**src/rtl/frame_pkg.sv**
```systemverilog
// Shared definitions for the frame buffer load sequencer: FSM encoding and frame geometry.
package frame_pkg;

    typedef enum logic [1:0] {
        ST_IDLE = 2'd0,
        ST_LOAD = 2'd1,
        ST_HOLD = 2'd2
    } state_t;

    localparam int         FRAME_NBYTES  = 19;
    localparam logic [7:0] FRAME_SYNC    = 8'hA5;
    localparam int         FRAME_TIMEOUT = 255;
    localparam int         FRAME_DATA_W  = 8;
    localparam int         CNT_W         = 5;
    localparam int         IDLE_W        = 8;

endpackage

```
**src/rtl/frame_xor_acc.sv**
```systemverilog
// Running XOR accumulator over accepted payload bytes; clear takes priority over enable.
module frame_xor_acc
    import frame_pkg::*;
#(
    parameter int DATA_W = FRAME_DATA_W
) (
    input  logic              clk,
    input  logic              clr,
    input  logic              en,
    input  logic [DATA_W-1:0] din,
    output logic [DATA_W-1:0] acc
);

    // Data path only: always cleared on sync acceptance before it is read.
    always_ff @(posedge clk) begin
        if (clr) begin
            acc <= '0;
        end else if (en) begin
            acc <= acc ^ din;
        end
    end

endmodule

```
**src/rtl/frame_load_ctrl.sv**
```systemverilog
// Load sequencer for the shift-in frame buffer: sync hunt, payload load, hold until ack.
// Defining FRAME_LOAD_CHECKSUM_EN adds the trailing-XOR checksum check on frame_err.
module frame_load_ctrl
    import frame_pkg::*;
#(
    parameter int         NBYTES  = FRAME_NBYTES,
    parameter logic [7:0] SYNC    = FRAME_SYNC,
    parameter int         TIMEOUT = FRAME_TIMEOUT
) (
    input  logic             clk,
    input  logic             rst_n,
    input  logic             in_valid,
    input  logic [7:0]       in_data,
    output logic             in_ready,
    output logic             ram_wen,
    output logic [7:0]       ram_din,
    output logic             frame_valid,
    output logic             frame_err,
    input  logic             frame_ack,
    output logic             timeout,
    output logic [CNT_W-1:0] byte_cnt
);

    localparam logic [CNT_W-1:0]  LAST_CNT = CNT_W'(NBYTES - 1);
    localparam logic [IDLE_W-1:0] IDLE_LIM = IDLE_W'(TIMEOUT - 1);

    state_t            state_q;
    state_t            state_d;
    logic [IDLE_W-1:0] idle_q;
    logic              sync_hit;
    logic              load_hs;
    logic              last_hs;
    logic              abort;
    logic              ack_hit;

    assign ram_din = in_data;

    always_ff @(posedge clk or negedge rst_n) begin
        if (!rst_n) begin
            state_q <= ST_IDLE;
        end else begin
            state_q <= state_d;
        end
    end

    always_comb begin
        state_d  = state_q;
        in_ready = 1'b0;
        ram_wen  = 1'b0;
        sync_hit = 1'b0;
        load_hs  = 1'b0;
        last_hs  = 1'b0;
        abort    = 1'b0;
        ack_hit  = 1'b0;
        case (state_q)
            ST_IDLE: begin
                in_ready = 1'b1;
                if (in_valid && (in_data == SYNC)) begin
                    sync_hit = 1'b1;
                    state_d  = ST_LOAD;
                end
            end
            ST_LOAD: begin
                in_ready = 1'b1;
                ram_wen  = in_valid;
                // A handshake in the same cycle as the limit always beats the abort.
                if (in_valid) begin
                    load_hs = 1'b1;
                    if (byte_cnt == LAST_CNT) begin
                        last_hs = 1'b1;
                        state_d = ST_HOLD;
                    end
                end else if (idle_q >= IDLE_LIM) begin
                    abort   = 1'b1;
                    state_d = ST_IDLE;
                end
            end
            ST_HOLD: begin
                if (frame_ack) begin
                    ack_hit = 1'b1;
                    state_d = ST_IDLE;
                end
            end
            default: state_d = ST_IDLE;
        endcase
    end

    always_ff @(posedge clk or negedge rst_n) begin
        if (!rst_n) begin
            byte_cnt    <= '0;
            idle_q      <= '0;
            frame_valid <= 1'b0;
            timeout     <= 1'b0;
        end else begin
            timeout <= abort;

            if (sync_hit || abort || ack_hit) begin
                byte_cnt <= '0;
            end else if (load_hs) begin
                byte_cnt <= byte_cnt + CNT_W'(1);
            end

            // Idle counter only runs in LOAD and saturates rather than wrapping.
            if (sync_hit || load_hs || abort) begin
                idle_q <= '0;
            end else if ((state_q == ST_LOAD) && (idle_q != '1)) begin
                idle_q <= idle_q + IDLE_W'(1);
            end

            if (last_hs) begin
                frame_valid <= 1'b1;
            end else if (ack_hit) begin
                frame_valid <= 1'b0;
            end
        end
    end

`ifdef FRAME_LOAD_CHECKSUM_EN
    logic [7:0] xor_acc;

    frame_xor_acc #(
        .DATA_W (8)
    ) u_xor_acc (
        .clk (clk),
        .clr (sync_hit),
        .en  (load_hs),
        .din (in_data),
        .acc (xor_acc)
    );

    // On the final handshake the accumulator holds the XOR of every byte but the last.
    always_ff @(posedge clk or negedge rst_n) begin
        if (!rst_n) begin
            frame_err <= 1'b0;
        end else if (last_hs) begin
            frame_err <= (xor_acc != in_data);
        end else if (ack_hit) begin
            frame_err <= 1'b0;
        end
    end
`else
    assign frame_err = 1'b0;
`endif

endmodule

```
**config.mk**
```make
export PLATFORM = sky130hd
export DESIGN_NAME = frame_load_ctrl
export DESIGN_NICKNAME = d
export VERILOG_FILES = /design/src/rtl/frame_pkg.sv /design/src/rtl/frame_xor_acc.sv /design/src/rtl/frame_load_ctrl.sv
export SDC_FILE = /design/constraint.sdc
export NUM_CORES = 1
export LEC_CHECK = 0
export CAP_MARGIN = 5
export CORE_ASPECT_RATIO = 0.6
export CORE_MARGIN = 8
export CORE_UTILIZATION = 45
export DETAILED_ROUTE_END_ITERATION = 10
export GPL_TIMING_DRIVEN = 1
export PLACE_DENSITY = 0.86
export REMOVE_ABC_BUFFERS = 1
export SLEW_MARGIN = 20
export SYNTH_ARGS = -nofsm -noshare
export SYNTH_HDL_FRONTEND = slang
export SYNTH_SLANG_ARGS = --single-unit
```
**constraint.sdc**
```tcl
create_clock -name clk -period 2.05 [get_ports clk]
set_clock_uncertainty 0.1 [all_clocks]
set_input_delay 0.41 -clock clk [delete_from_list [all_inputs] [get_ports clk]]
set_output_delay 0.41 -clock clk [all_outputs]
set_load 0.005 [all_outputs]
```
==> impl_metrics.env, run 1 <==
export IMPL_cts_tree="done"
export IMPL_synth_top_area_share_pct=39.8
export IMPL_peakVddDrop_mv=0.384
export IMPL_crit_top_cell="clkdlybuf4s50_1"
export IMPL_ys_ff_latch=17
export IMPL_h_tree_depth=1
export IMPL_coreArea_mm2=0.00221
export IMPL_cpPeakStageDelay_ns=0.51
export IMPL_endpoint_kind="output pin"
export IMPL_ctsLongestPathBuffers=2
export IMPL_final_max_slew_viol_count=0
export IMPL_path_buf_inv=2
export IMPL_nets=153
export IMPL_gp_congestion=0.809
export IMPL_drive_above_1_share_pct=16.9
export IMPL_ys_seq_area_share_pct=39.8
export IMPL_synth_cells=108
export IMPL_port_buffers=28
export IMPL_cellPowerDensity_mw_per_mm2=827
export IMPL_antenna_found_initial=0
export IMPL_critPathSlowestCell="clkdlybuf4s50_1"
export IMPL_async_flop_share_pct=100
export IMPL_synth_edf_count=0
export IMPL_clock_root_buffer="clkbuf_8"
export IMPL_r2r_end="idle_q[1]"
export IMPL_synth_ff_type="dfrtp_1"
export IMPL_grt_pass1_vias=834
export IMPL_hpwl_um=2050
export IMPL_io_pins=30
export IMPL_rsz0062_at_grt="false"
export IMPL_crit_arrival_ns=1.41
export IMPL_die_w_um=78.9
export IMPL_hold_violations=0
export IMPL_grt_usage_pct=12.9
export IMPL_synth_warnings=0
export IMPL_netlist_area_mm2=0.00107
export IMPL_max_freq_ghz=0.522
export IMPL_fill_cells=203
export IMPL_r2r_start="idle_q[0]"
export IMPL_cp_cell_sequence="clkdlybuf4s50_1, clkdlybuf4s50_1"
export IMPL_reg2reg_depth=6
export IMPL_hold_buffers=0
export IMPL_cp_required_ns=1.54
export IMPL_initial_core_util_pct=48.3
export IMPL_grt_max_degree=18
export IMPL_fin_tns_setup_ns=0
export IMPL_cap_violations=0
export IMPL_clk_latency_ns=0.25
export IMPL_rows=13
export IMPL_yosys_area_top_type="dfrtp_1"
export IMPL_status="finished clean"
export IMPL_numClockSinks=17
export IMPL_via_per_inst=5.16
export IMPL_ant_nets=0
export IMPL_first_pass_iters=4
export IMPL_whs_ns=0.379
export IMPL_synthToLayoutAreaGrowth_pct=30.9
export IMPL_clkTransAtPathRegs_ns=0.06
export IMPL_crit_fanout=2
export IMPL_die_h_um=53.7
export IMPL_fin_crit_ns=1.92
export IMPL_synth_avg_cell_area_um2=9.89
export IMPL_crit_family="buffers and inverters"
export IMPL_drt_wl_total_um=2530
export IMPL_num_vias=856
export IMPL_p_leak_nw=0.599
export IMPL_regToRegSetupSlack_ns=0.35
export IMPL_cts_made_buffers=3
export IMPL_hp_class="in2async"
export IMPL_finalSetupViolCount=0
export IMPL_grt_remaining_overflow=0
export IMPL_diodes=0
export IMPL_ys_top_cells_by_area="dfrtp_1, buf_4, ha_1, nor2_1, a211oi_2"
export IMPL_worstSetupStartpointType="input pin"
export IMPL_drt_wirelength_per_cell_um=15.2
export IMPL_drt_iter0_drc=46
export IMPL_synth_cell_type_count=41
export IMPL_die_area_mm2=0.00424
export IMPL_critPathKind="in2out"
export IMPL_period_share_pct=93.5
export IMPL_post_route_drc_count=0
export IMPL_grt_pass1_wl_um=4170
==> power by group <==
part	switching, mW	internal (mW)
Combinational	0.184	0.217
Clock	0.104	0.138
Sequential	0.104	0.412
==> synthesized netlist by cell type (3+ instances only) <==
master	number
nand3_1	4
nor3_1	3
nand2_1	3
and3_1	3
nand4_1	4
o21ai_0	3
xor2_1	3
nor2_1	13
buf_4	9
ha_1	4
a211oi_2	3
dfrtp_1	17
inv_1	6
==> sequential cells by signal (all words and copies together), names as in the netlist <==
name and count:
idle_q 8, byte_cnt 5, timeout 1, state_q 2, frame_valid 1
==> timing repair <==
| item | in CTS | in global routing |
|---|---|---|
| setup endpoints to repair | 1 | 0 |
| buffers inserted | 1 | 0 |
| gates resized for setup | 1 | 0 |
==> worst reg2reg max path, cell delays in order, from the launching register on <==
cell and delay [ns]:
dfrtp_1 0.41, inv_1 0.06, ha_1 0.18, or2_2 0.34
a31oi_4 0.19, o21ai_4 0.13, a211oi_1 0.20
==> worst max-delay path by stage <==
stage                     from    endpoint  cells past startpoint
finish              in_data[4]  ram_din[4]                      2
global route        in_data[3]  ram_din[3]                      2
CTS                 in_data[3]  ram_din[3]                      2
detailed placement    in_valid     ram_wen                      4
global placement      in_valid     ram_wen                      4
floorplan            idle_q[0]   idle_q[1]                      6
==> placed cells by master, fill, tap and decap left out, types with 2 or more instances in the layout <==
cell and n:
a21oi_1 2, clkbuf_8 3, a211oi_2 3, nand2_1 3, clkdlybuf4s50_1 27, nand2b_1 2
nand3_1 4, xnor2_1 2, inv_1 6, or3_1 2, ha_1 4, nand4_1 4
and3_1 3, buf_4 7, nor2_1 13, dfrtp_1 17, xor2_1 3, o21ai_0 3
o22ai_1 2, nor3_1 3
==> per-layer routing <==
layer / up-vias / share of wire, % / routed length (µm) / global-route usage (%)
met5: - / 0 / 0 / 0
met4: 0 / 1.3 / 34 / 5.49
met3: 2 / 3.0 / 77 / 2.66
met2: 15 / 47 / 1190 / 20.9
met1: 409 / 48 / 1230 / 16.6
li1: 430 / - / - / -
==> cell type report <==
cell class / instances / area [µm²] / area share, %
Multi-Input combinational cell: 73 / 533 / 38.1
Sequential cell: 17 / 425 / 30.4
Timing Repair Buffer: 35 / 332 / 23.7
Clock buffer: 4 / 45.0 / 3.22
Tap cell: 30 / 37.5 / 2.68
Inverter: 7 / 26.3 / 1.88
==> cell families after synthesis <==
| logic type | Yosys count | synth area share [%] |
|---|---|---|
| xor+xnor | 5 | 4.10 |
| buf+inv | 18 | 10.3 |
| simple gates | 44 | 23.2 |
| fa+ha+maj | 4 | 4.68 |
| compound gates | 18 | 16.6 |
| other cells | 1 | 0.351 |
| mux | 1 | 0.937 |
| flops | 17 | 39.8 |
==> stage by stage <==
step           area, µm²  setup slack, ns  utilization [%]  instances  power, mW
2_1_floorplan        985            0.494                -         97      0.708
3_3_place_gp        1350           0.0391             60.9        161      0.891
3_5_place_dp        1350         -0.00261             60.9        161      0.923
4_1_cts             1400            0.132             63.2        166       1.17
5_1_grt             1400            0.106             63.2        166       1.24
6_report            1400            0.133             63.2        166       1.16
No activity file was read; power rests on OpenSTA's default activity.
==> run 2: changes to the inputs <==
- CELL_PAD_IN_SITES_DETAIL_PLACEMENT: unset -> 1
- CELL_PAD_IN_SITES_GLOBAL_PLACEMENT: unset -> 2
- CORE_UTILIZATION: 45 -> 28
- PLACE_DENSITY: 0.86 -> 0.87
- RECOVER_POWER: unset -> 50
==> impl_metrics.env, run 2 (synthesis results as in run 1) <==
export IMPL_cp_cell_sequence="clkdlybuf4s50_1, clkdlybuf4s50_1"
export IMPL_critPathKind="in2out"
export IMPL_largest_register_ffs=8
export IMPL_status="finished clean"
export IMPL_worstSetupStartpointType="input pin"
export IMPL_grt_pass1_wl_um=5000
export IMPL_hpwl_um=2380
export IMPL_whs_endpoint="idle_q[7]"
export IMPL_ant_nets=0
export IMPL_coreArea_mm2=0.00366
export IMPL_rsz0062_at_grt="false"
export IMPL_hold_buffers=0
export IMPL_diodes=0
export IMPL_grt_pass1_vias=971
export IMPL_layout_common_cells="clkdlybuf4s50_1, dfrtp_1, nor2_1"
export IMPL_grt_max_degree=18
export IMPL_synthToLayoutAreaGrowth_pct=32.1
export IMPL_crit_top_cell="clkdlybuf4s50_1"
export IMPL_worst_slack_ns=0.118
export IMPL_hold_violations=0
export IMPL_drt_met1_wl_um=1390
export IMPL_path_buf_inv=2
export IMPL_port_buffers=28
export IMPL_clock_root_buffer="clkbuf_8"
export IMPL_holdCritStartpoint="idle_q[7]"
export IMPL_nets=153
export IMPL_crit_arrival_ns=1.42
export IMPL_max_freq_ghz=0.518
export IMPL_cpPeakStageDelay_ns=0.53
export IMPL_post_route_drc_count=0
export IMPL_crit_fanout=2
export IMPL_h_tree_depth=1
export IMPL_cp_required_ns=1.54
export IMPL_finalSetupViolCount=0
export IMPL_r2r_start="idle_q[0]"
export IMPL_drt_wirelength_per_cell_um=15.6
export IMPL_final_max_slew_viol_count=0
export IMPL_drt_iter0_drc=12
export IMPL_cts_tree="done"
export IMPL_crit_family="buffers and inverters"
export IMPL_endpoint_kind="output pin"
export IMPL_die_h_um=63.9
export IMPL_regToRegSetupSlack_ns=0.33
export IMPL_r2r_end="idle_q[1]"
export IMPL_die_w_um=95.8
export IMPL_cellPowerDensity_mw_per_mm2=822
export IMPL_layout_commonest_cell="clkdlybuf4s50_1"
export IMPL_cts_made_buffers=3
export IMPL_preCtsSetupSlack_ns=-0.0240
export IMPL_initial_core_util_pct=29.2
export IMPL_die_area_mm2=0.00611
export IMPL_antenna_found_initial=0
export IMPL_numClockSinks=17
export IMPL_hp_class="reg2reg"
export IMPL_fin_crit_ns=1.93
export IMPL_hold_depth=2
export IMPL_tightest_slew_ns=0.957
export IMPL_drive_above_1_share_pct=15.4
export IMPL_ctsLongestPathBuffers=2
export IMPL_num_vias=855
export IMPL_top_regs="idle_q x8, byte_cnt x5, state_q x2"
export IMPL_drt_wl_total_um=2850
export IMPL_slew_headroom_pct=36.2
export IMPL_cts_setup_buffers=0
export IMPL_first_pass_iters=4
export IMPL_reg2reg_depth=6
export IMPL_largest_register="idle_q"
export IMPL_via_per_inst=4.67
export IMPL_rows=17
export IMPL_grt_remaining_overflow=0
export IMPL_finalPower_mw=1.16
export IMPL_gp_congestion=0.744
export IMPL_fill_cells=420
export IMPL_routed_top_layer="met4"
export IMPL_wl_met3_um=116
export IMPL_clk_latency_ns=0.25
export IMPL_cts_resized=1
export IMPL_peakVddDrop_mv=0.355
export IMPL_critPathSlowestCell="clkdlybuf4s50_1"
export IMPL_io_pins=30
export IMPL_grt_usage_pct=10.4
export IMPL_cap_violations=0
export IMPL_period_share_pct=94.2
export IMPL_p_leak_nw=0.603
export IMPL_clkTransAtPathRegs_ns=0.06
export IMPL_met2WireLength_um=1290
[run 2: cell types whose count changed in the layout (fill, tap and decap cells not counted)]
cell             delta
nand3_1             +1
clkbuf_1            +1
nand3_2             -1
clkbuf_4            +1
buf_4               -2
clkdlybuf4s50_1     -6
dlygate4sd3_1       +6
[run 2: metal layers]
layer	track usage (%)	vias up
met2	16.5	11
met3	2.45	4
li1	-	428
met4	4.57	0
met1	13.2	412
met5	0	-
[run 2: power by group]
| group | switching (mW) | leakage, nW | total (mW) | internal, mW |
|---|---|---|---|---|
| sequential | 0.100 | 0.222 | 0.512 | 0.411 |
| clock | 0.110 | 0.0228 | 0.248 | 0.138 |
| combinational | 0.189 | 0.359 | 0.400 | 0.212 |
[run 2: worst max-delay path by stage]
stage                          start          to  slack (ns)  cells past startpoint
after floorplan            idle_q[0]   idle_q[1]        0.49                      6
after global placement      in_valid     ram_wen     0.00002                      4
after detailed placement    in_valid     ram_wen       -0.02                      4
after CTS                 in_data[2]  ram_din[2]        0.11                      2
after global routing        in_valid   idle_q[1]        0.07                      6
final                     in_data[2]  ram_din[2]        0.12                      2
[run 2: stage by stage]
stage                     std cells  hold WS, ns  instance area (µm²)  setup TNS, ns  util, %
after floorplan                  97       0.0144                  985              0        -
after global placement          179        0.387                 1380              0     37.6
after detailed placement        179        0.427                 1380        -0.0240     37.6
after CTS                       183        0.395                 1420              0     38.8
after global routing            183        0.487                 1410              0     38.6
final                           183        0.444                 1410              0     38.6
[run 2: cell type report]
class                           instances  area [µm²]  share of cell area [%]
Sequential cell                        17         425                    30.1
Inverter                                7        26.3                    1.86
Tap cell                               47        58.8                    4.17
Timing Repair Buffer                   35         328                    23.2
Multi-Input combinational cell         73         528                    37.4
Clock buffer                            4        45.0                    3.19
